`src/rtl/fifo_pkg.sv`:
```
// -----------------------------------------------------------------------------
// fifo_pkg
// Shared definitions for the sync_fifo_flex family: read-mode enumeration and
// helpers that derive storage depth and occupancy-counter width from ADDR_W.
// -----------------------------------------------------------------------------
package fifo_pkg;

  // Read-port behaviour of the FIFO.
  typedef enum logic {
    FIFO_STD  = 1'b0,  // registered read, one cycle latency
    FIFO_FWFT = 1'b1   // first-word-fall-through
  } fifo_mode_e;

  // Number of storage entries for a given pointer width.
  function automatic int unsigned fifo_depth(input int unsigned addr_w);
    return 32'd1 << addr_w;
  endfunction

  // Occupancy needs one extra bit so that a full FIFO (DEPTH) is representable.
  function automatic int unsigned fifo_cnt_w(input int unsigned addr_w);
    return addr_w + 32'd1;
  endfunction

endpackage

```
`src/rtl/fifo_dpram.sv`:
```
// -----------------------------------------------------------------------------
// fifo_dpram
// Simple dual-port storage: one synchronous write port, one asynchronous read
// port. Contents are not reset.
//
// Ports:
//   clk    in   clock
//   we     in   write enable
//   waddr  in   [ADDR_W]  write address
//   wdata  in   [DATA_W]  write data
//   raddr  in   [ADDR_W]  read address
//   rdata  out  [DATA_W]  read data (combinational from raddr)
// -----------------------------------------------------------------------------
module fifo_dpram #(
  parameter int unsigned DATA_W = 8,
  parameter int unsigned ADDR_W = 4
) (
  input  logic              clk,
  input  logic              we,
  input  logic [ADDR_W-1:0] waddr,
  input  logic [DATA_W-1:0] wdata,
  input  logic [ADDR_W-1:0] raddr,
  output logic [DATA_W-1:0] rdata
);

  import fifo_pkg::*;

  localparam int unsigned DEPTH = fifo_depth(ADDR_W);

  logic [DATA_W-1:0] mem [DEPTH];

  // Write port.
  always_ff @(posedge clk) begin
    if (we) begin
      mem[waddr] <= wdata;
    end
  end

  // Asynchronous read port.
  assign rdata = mem[raddr];

endmodule

```
`src/rtl/sync_fifo_flex.sv`:
```
// -----------------------------------------------------------------------------
// sync_fifo_flex
// Parametrised single-clock FIFO with standard (registered) or
// first-word-fall-through read, occupancy count, almost-full/almost-empty
// thresholds, synchronous flush and sticky overflow/underflow flags.
//
// Ports:
//   clk           in   clock, rising edge
//   rst           in   synchronous active-high reset, highest priority
//   flush         in   synchronous clear of pointers/count (keeps error flags)
//   wr_en         in   write request
//   wr_data       in   [DATA_W] write data
//   rd_en         in   read / pop request
//   rd_data       out  [DATA_W] read data
//   rd_valid      out  rd_data qualifier
//   full          out  count == DEPTH
//   empty         out  count == 0
//   almost_full   out  count >= AF_LEVEL
//   almost_empty  out  count <= AE_LEVEL
//   count         out  [ADDR_W+1] occupancy 0..DEPTH
//   overflow      out  sticky: a write was rejected
//   underflow     out  sticky: a read was rejected
//   err_clr       in   clears overflow/underflow (a same-cycle set wins)
// -----------------------------------------------------------------------------
module sync_fifo_flex #(
  parameter int unsigned DATA_W   = 8,
  parameter int unsigned ADDR_W   = 4,
  parameter int unsigned AF_LEVEL = 12,
  parameter int unsigned AE_LEVEL = 2,
  parameter int unsigned FWFT     = 0
) (
  input  logic              clk,
  input  logic              rst,
  input  logic              flush,
  input  logic              wr_en,
  input  logic [DATA_W-1:0] wr_data,
  input  logic              rd_en,
  output logic [DATA_W-1:0] rd_data,
  output logic              rd_valid,
  output logic              full,
  output logic              empty,
  output logic              almost_full,
  output logic              almost_empty,
  output logic [ADDR_W:0]   count,
  output logic              overflow,
  output logic              underflow,
  input  logic              err_clr
);

  import fifo_pkg::*;

  localparam int unsigned DEPTH = fifo_depth(ADDR_W);
  localparam int unsigned CNT_W = fifo_cnt_w(ADDR_W);

  localparam logic [CNT_W-1:0] DEPTH_CNT = CNT_W'(DEPTH);
  localparam logic [CNT_W-1:0] AF_CNT    = CNT_W'(AF_LEVEL);
  localparam logic [CNT_W-1:0] AE_CNT    = CNT_W'(AE_LEVEL);

  localparam fifo_mode_e MODE = fifo_mode_e'(FWFT[0]);

  // Elaboration-time legality checks on the threshold and mode parameters.
  if (AF_LEVEL < 1 || AF_LEVEL > DEPTH) begin : g_bad_af
    $error("sync_fifo_flex: AF_LEVEL=%0d outside legal range 1..%0d", AF_LEVEL, DEPTH);
  end
  if (AE_LEVEL > DEPTH - 1) begin : g_bad_ae
    $error("sync_fifo_flex: AE_LEVEL=%0d outside legal range 0..%0d", AE_LEVEL, DEPTH - 1);
  end
  if (FWFT > 1) begin : g_bad_mode
    $error("sync_fifo_flex: FWFT=%0d must be 0 or 1", FWFT);
  end

  logic [ADDR_W-1:0] wr_ptr;
  logic [ADDR_W-1:0] rd_ptr;
  logic [CNT_W-1:0]  count_q;
  logic [DATA_W-1:0] mem_rdata;

  logic rd_ok_raw;
  logic wr_ok_raw;
  logic rd_ok;
  logic wr_ok;
  logic ovf_set;
  logic unf_set;

  // Flags are plain decodes of the registered occupancy.
  assign full         = (count_q == DEPTH_CNT);
  assign empty        = (count_q == '0);
  assign almost_full  = (count_q >= AF_CNT);
  assign almost_empty = (count_q <= AE_CNT);
  assign count        = count_q;

  // Acceptance: no read-through-empty bypass; a full FIFO takes a write only
  // alongside an accepted read. Flush suppresses both and any error.
  assign rd_ok_raw = rd_en & ~empty;
  assign wr_ok_raw = wr_en & (~full | rd_ok_raw);
  assign rd_ok     = rd_ok_raw & ~flush;
  assign wr_ok     = wr_ok_raw & ~flush;
  assign ovf_set   = wr_en & ~wr_ok_raw & ~flush;
  assign unf_set   = rd_en & ~rd_ok_raw & ~flush;

  fifo_dpram #(
    .DATA_W (DATA_W),
    .ADDR_W (ADDR_W)
  ) u_mem (
    .clk   (clk),
    .we    (wr_ok),
    .waddr (wr_ptr),
    .wdata (wr_data),
    .raddr (rd_ptr),
    .rdata (mem_rdata)
  );

  // Pointers and occupancy counter.
  always_ff @(posedge clk) begin
    if (rst || flush) begin
      wr_ptr  <= '0;
      rd_ptr  <= '0;
      count_q <= '0;
    end else begin
      if (wr_ok) begin
        wr_ptr <= wr_ptr + ADDR_W'(1);
      end
      if (rd_ok) begin
        rd_ptr <= rd_ptr + ADDR_W'(1);
      end
      case ({wr_ok, rd_ok})
        2'b10:   count_q <= count_q + CNT_W'(1);
        2'b01:   count_q <= count_q - CNT_W'(1);
        default: count_q <= count_q;
      endcase
    end
  end

  // Sticky error flags; a new error in the same cycle as err_clr is kept.
  always_ff @(posedge clk) begin
    if (rst) begin
      overflow  <= 1'b0;
      underflow <= 1'b0;
    end else begin
      if (ovf_set) begin
        overflow <= 1'b1;
      end else if (err_clr) begin
        overflow <= 1'b0;
      end
      if (unf_set) begin
        underflow <= 1'b1;
      end else if (err_clr) begin
        underflow <= 1'b0;
      end
    end
  end

  // Read port.
  if (MODE == FIFO_STD) begin : g_std
    logic [DATA_W-1:0] data_q;
    logic              valid_q;

    // Registered read: one-cycle valid pulse per accepted read, data held otherwise.
    always_ff @(posedge clk) begin
      if (rst) begin
        data_q  <= '0;
        valid_q <= 1'b0;
      end else if (flush) begin
        valid_q <= 1'b0;
      end else begin
        valid_q <= rd_ok;
        if (rd_ok) begin
          data_q <= mem_rdata;
        end
      end
    end

    assign rd_data  = data_q;
    assign rd_valid = valid_q;
  end else begin : g_fwft
    // Head word shown directly; forced to zero while empty so the
    // unreset storage never leaks out and reset reads back as zero.
    assign rd_data  = empty ? '0 : mem_rdata;
    assign rd_valid = ~empty;
  end

endmodule

```
`config.mk`:
```
export PLATFORM = sky130hd
export DESIGN_NAME = sync_fifo_flex
export DESIGN_NICKNAME = d
export VERILOG_FILES = /design/src/rtl/fifo_pkg.sv /design/src/rtl/fifo_dpram.sv /design/src/rtl/sync_fifo_flex.sv
export SDC_FILE = /design/constraint.sdc
export NUM_CORES = 1
export LEC_CHECK = 0
export ABC_AREA = 1
export ABC_CLOCK_PERIOD_IN_PS = 3000
export BUFFER_PORTS_ARGS = -buffer_cell sky130_fd_sc_hd__buf_4
export CAP_MARGIN = 30
export CORE_MARGIN = 1
export CORE_UTILIZATION = 55
export CTS_CLUSTER_SIZE = 10
export DETAILED_ROUTE_END_ITERATION = 12
export PLACE_DENSITY = 0.71
export SLEW_MARGIN = 20
export SYNTH_ARGS = -nofsm -noshare
export SYNTH_HDL_FRONTEND = slang
export SYNTH_SLANG_ARGS = --single-unit
```
`constraint.sdc`:
```
create_clock -name clk -period 3 [get_ports clk]
set_input_delay 0.45 -clock clk [delete_from_list [all_inputs] [get_ports clk]]
set_output_delay 0.45 -clock clk [all_outputs]
set_load 0.01 [all_outputs]
```
==> metrics.txt <==
status finished, final reports clean; Post-synth EDFFs 128; die footprint 12800 µm²; Slew headroom 53.3%; Synth cell types 29; DRC viols 0; Post-CTS Setup Repair Bufs 0; GP Congestion 0.937; post-layout util 63.7%; CP max-delay cell dfxtp_1; HP Class input port to flip-flop; CP Capture Type flip-flop; Worst Hold Depth 2; CP cell instances nor2_2 > nand3_2 > nor2_4 > nand2_2 > nand2_4 > ha_1 > xor2_1 > ha_1 > inv_1 > nand2_1 > nand3_1 > nand2_1 > nand2_1 > nand2_1 > nand2_1 > a21oi_1; core area between 10000 and 15000 µm²; predominant post-synthesis flop cell edfxtp_1; CP Max Fanout 11; WL per Instance approximately 17 µm; largest net degree at the start of global routing 65; family with the most delay on the worst path simple AND/OR/NAND/NOR gates; critical path depth 16; Synth Instances 694; cell mode on critical path nand2_1; Die H 113 µm; GRT Util Overall 25.2%; Async SR Flop Fraction 0%; 1st-pass router iterations 5; Starting Density 56.4%; vias in the first global route 4479; crit path kind flip-flop to flip-flop; initial drt markers around 450; IO Pins 34; grt total ovfl 0; Max IR drop VDD 393 µV; Layout Nets 745; worst-margin pin slew 697 ps; critical path's largest stage delay 380 ps; pwr dens 604 nW/µm²; R2R depth 16; Die W roughly 110 µm; Final Setup Violations 0; Required @ worst endpoint ~3400 ps; Period minus WS final ~2400 ps; flops & latches, synth 152; Final Slew Violations 0; CTS buffer count 17; post-route ant nets 0; RSZ-0062 raised after global routing false; H-Tree Level Count 4; yosys warns 0; Buffers & Inverters on Critical Path 1; CTS tree done; Port Buffers 33; antenna violations before repair 0; maximum clock frequency 0.418 GHz; Via density 5.40; CTS root buf clkbuf_16; CTS Sinks between 150 and 200; routed vias approximately 4800; synth-to-layout area growth 13.0%; global-route wire length before repair 23600 µm; clk_skew 9.43 ps; Synth Cell Area 6780 µm²; WL final 14700 µm; post-synthesis net count 716; Final Hold Fails 0; worst skew pair latency 430 ps; sequential area share after synthesis 63.8%; Max-Cap Viols 0; # hold bufs at CTS 0; Worst Path Arrival around 2800 ps; Max Root-Sink Buffers 2; cts repair resizes 0; Clock transition at path regs 60 ps; Total Neg Setup Slack 0 ps; layout cells sized above 1 11.8%; # diodes 0; Tcrit/Tclk final roughly four fifths; Mean Syn Cell Area 9.76 µm²; row count 40; LEAKAGE 3.20 nW; DP HPWL approximately 9400 µm; critical path launch point type flip-flop
==> layout by cell type, fill, tap and decap left out, types with 2 or more instances in the layout <==
| cell | n |
|---|---|
| nand2_1 | 203 |
| edfxtp_1 | 128 |
| nand3_1 | 96 |
| inv_1 | 95 |
| nor2_1 | 52 |
| buf_4 | 39 |
| dfxtp_1 | 23 |
| clkbuf_16 | 17 |
| o21ai_0 | 15 |
| a21oi_1 | 14 |
| ha_1 | 8 |
| nand2_2 | 5 |
| xor2_1 | 5 |
| clkinv_2 | 5 |
| clkinvlp_4 | 5 |
| clkinv_1 | 4 |
| inv_2 | 3 |
| bufinv_16 | 3 |
| nand3_2 | 2 |
| nor3_1 | 2 |
| o21ai_1 | 2 |
==> metal layers <==
layer / share of wire [%] / track usage, % / vias to the layer above
li1: - / - / 2304
met1: 43 / 34.9 / 2228
met2: 47 / 38.8 / 204
met3: 7.6 / 5.25 / 31
met4: 2.7 / 11.5 / 0
met5: 0 / 0 / -
==> registers in the layout, summed over array words and instances (netlist names) <==
register   count
underflow      1
overflow       1
rd_data        8
count          5
rd_ptr         4
wr_ptr         4
rd_valid       1
u_mem.mem    128
==> cell type report <==
class,count,area [µm²]
Clock buffer,17,425
Clock inverter,15,160
Fill cell,946,4360
Inverter,101,382
Multi-Input combinational cell,411,1870
Sequential cell,152,4330
Tap cell,147,184
Timing Repair Buffer,40,313
==> final timing paths <==
path                     to       from  slack (ps)
hold reg to reg   underflow  underflow         460
hold / removal    underflow        rst         280
setup / recovery   count[4]   count[1]         610
setup reg to reg   count[4]   count[1]         610
==> Yosys cell counts (3+ instances only) <==
library cell | count | area [µm²]
nand2_1 | 203 | 762
edfxtp_1 | 128 | 3840
nand3_1 | 96 | 480
inv_1 | 95 | 357
nor2_1 | 52 | 195
dfxtp_1 | 24 | 480
buf_2 | 15 | 75.1
o21ai_0 | 15 | 75.1
a21oi_1 | 14 | 70.1
ha_1 | 8 | 100
buf_6 | 7 | 78.8
buf_4 | 5 | 37.5
nand2_2 | 5 | 31.3
xor2_1 | 5 | 43.8
inv_2 | 3 | 11.3
==> through the flow <==
stage               area (µm²)  total power (W)  setup slack, ps  hold slack, ps  cells
finish                    7650          0.00462              609             277    883
floorplan                 6780          0.00247              840             471    694
detailed placement        7070          0.00256              709             462    851
global placement          7070          0.00255              831             456    851
global route              7650          0.00474              432             294    883
CTS                       7650          0.00464              665             269    883
==> where the power goes <==
part	total, W	internal (W)	switching (W)
Combinational	0.000199	0.0000654	0.000134
Clock	0.00210	0.00129	0.000814
Sequential	0.00232	0.00231	0.0000118
==> cell families (layout without fill, tap and decap cells) <==
family                   Yosys count  after routing  synth area share [%]
XOR/XNOR                           6              6                 0.776
AND/OR/NAND/NOR                  364            364                  22.7
buffers and inverters            131            173                  8.64
adder cells (fa/ha/maj)            8              8                  1.48
flip-flops                       152            152                  63.8
AO/OA/AOI/OAI                     33             33                  2.55
Power figures use the tool's default switching activity.
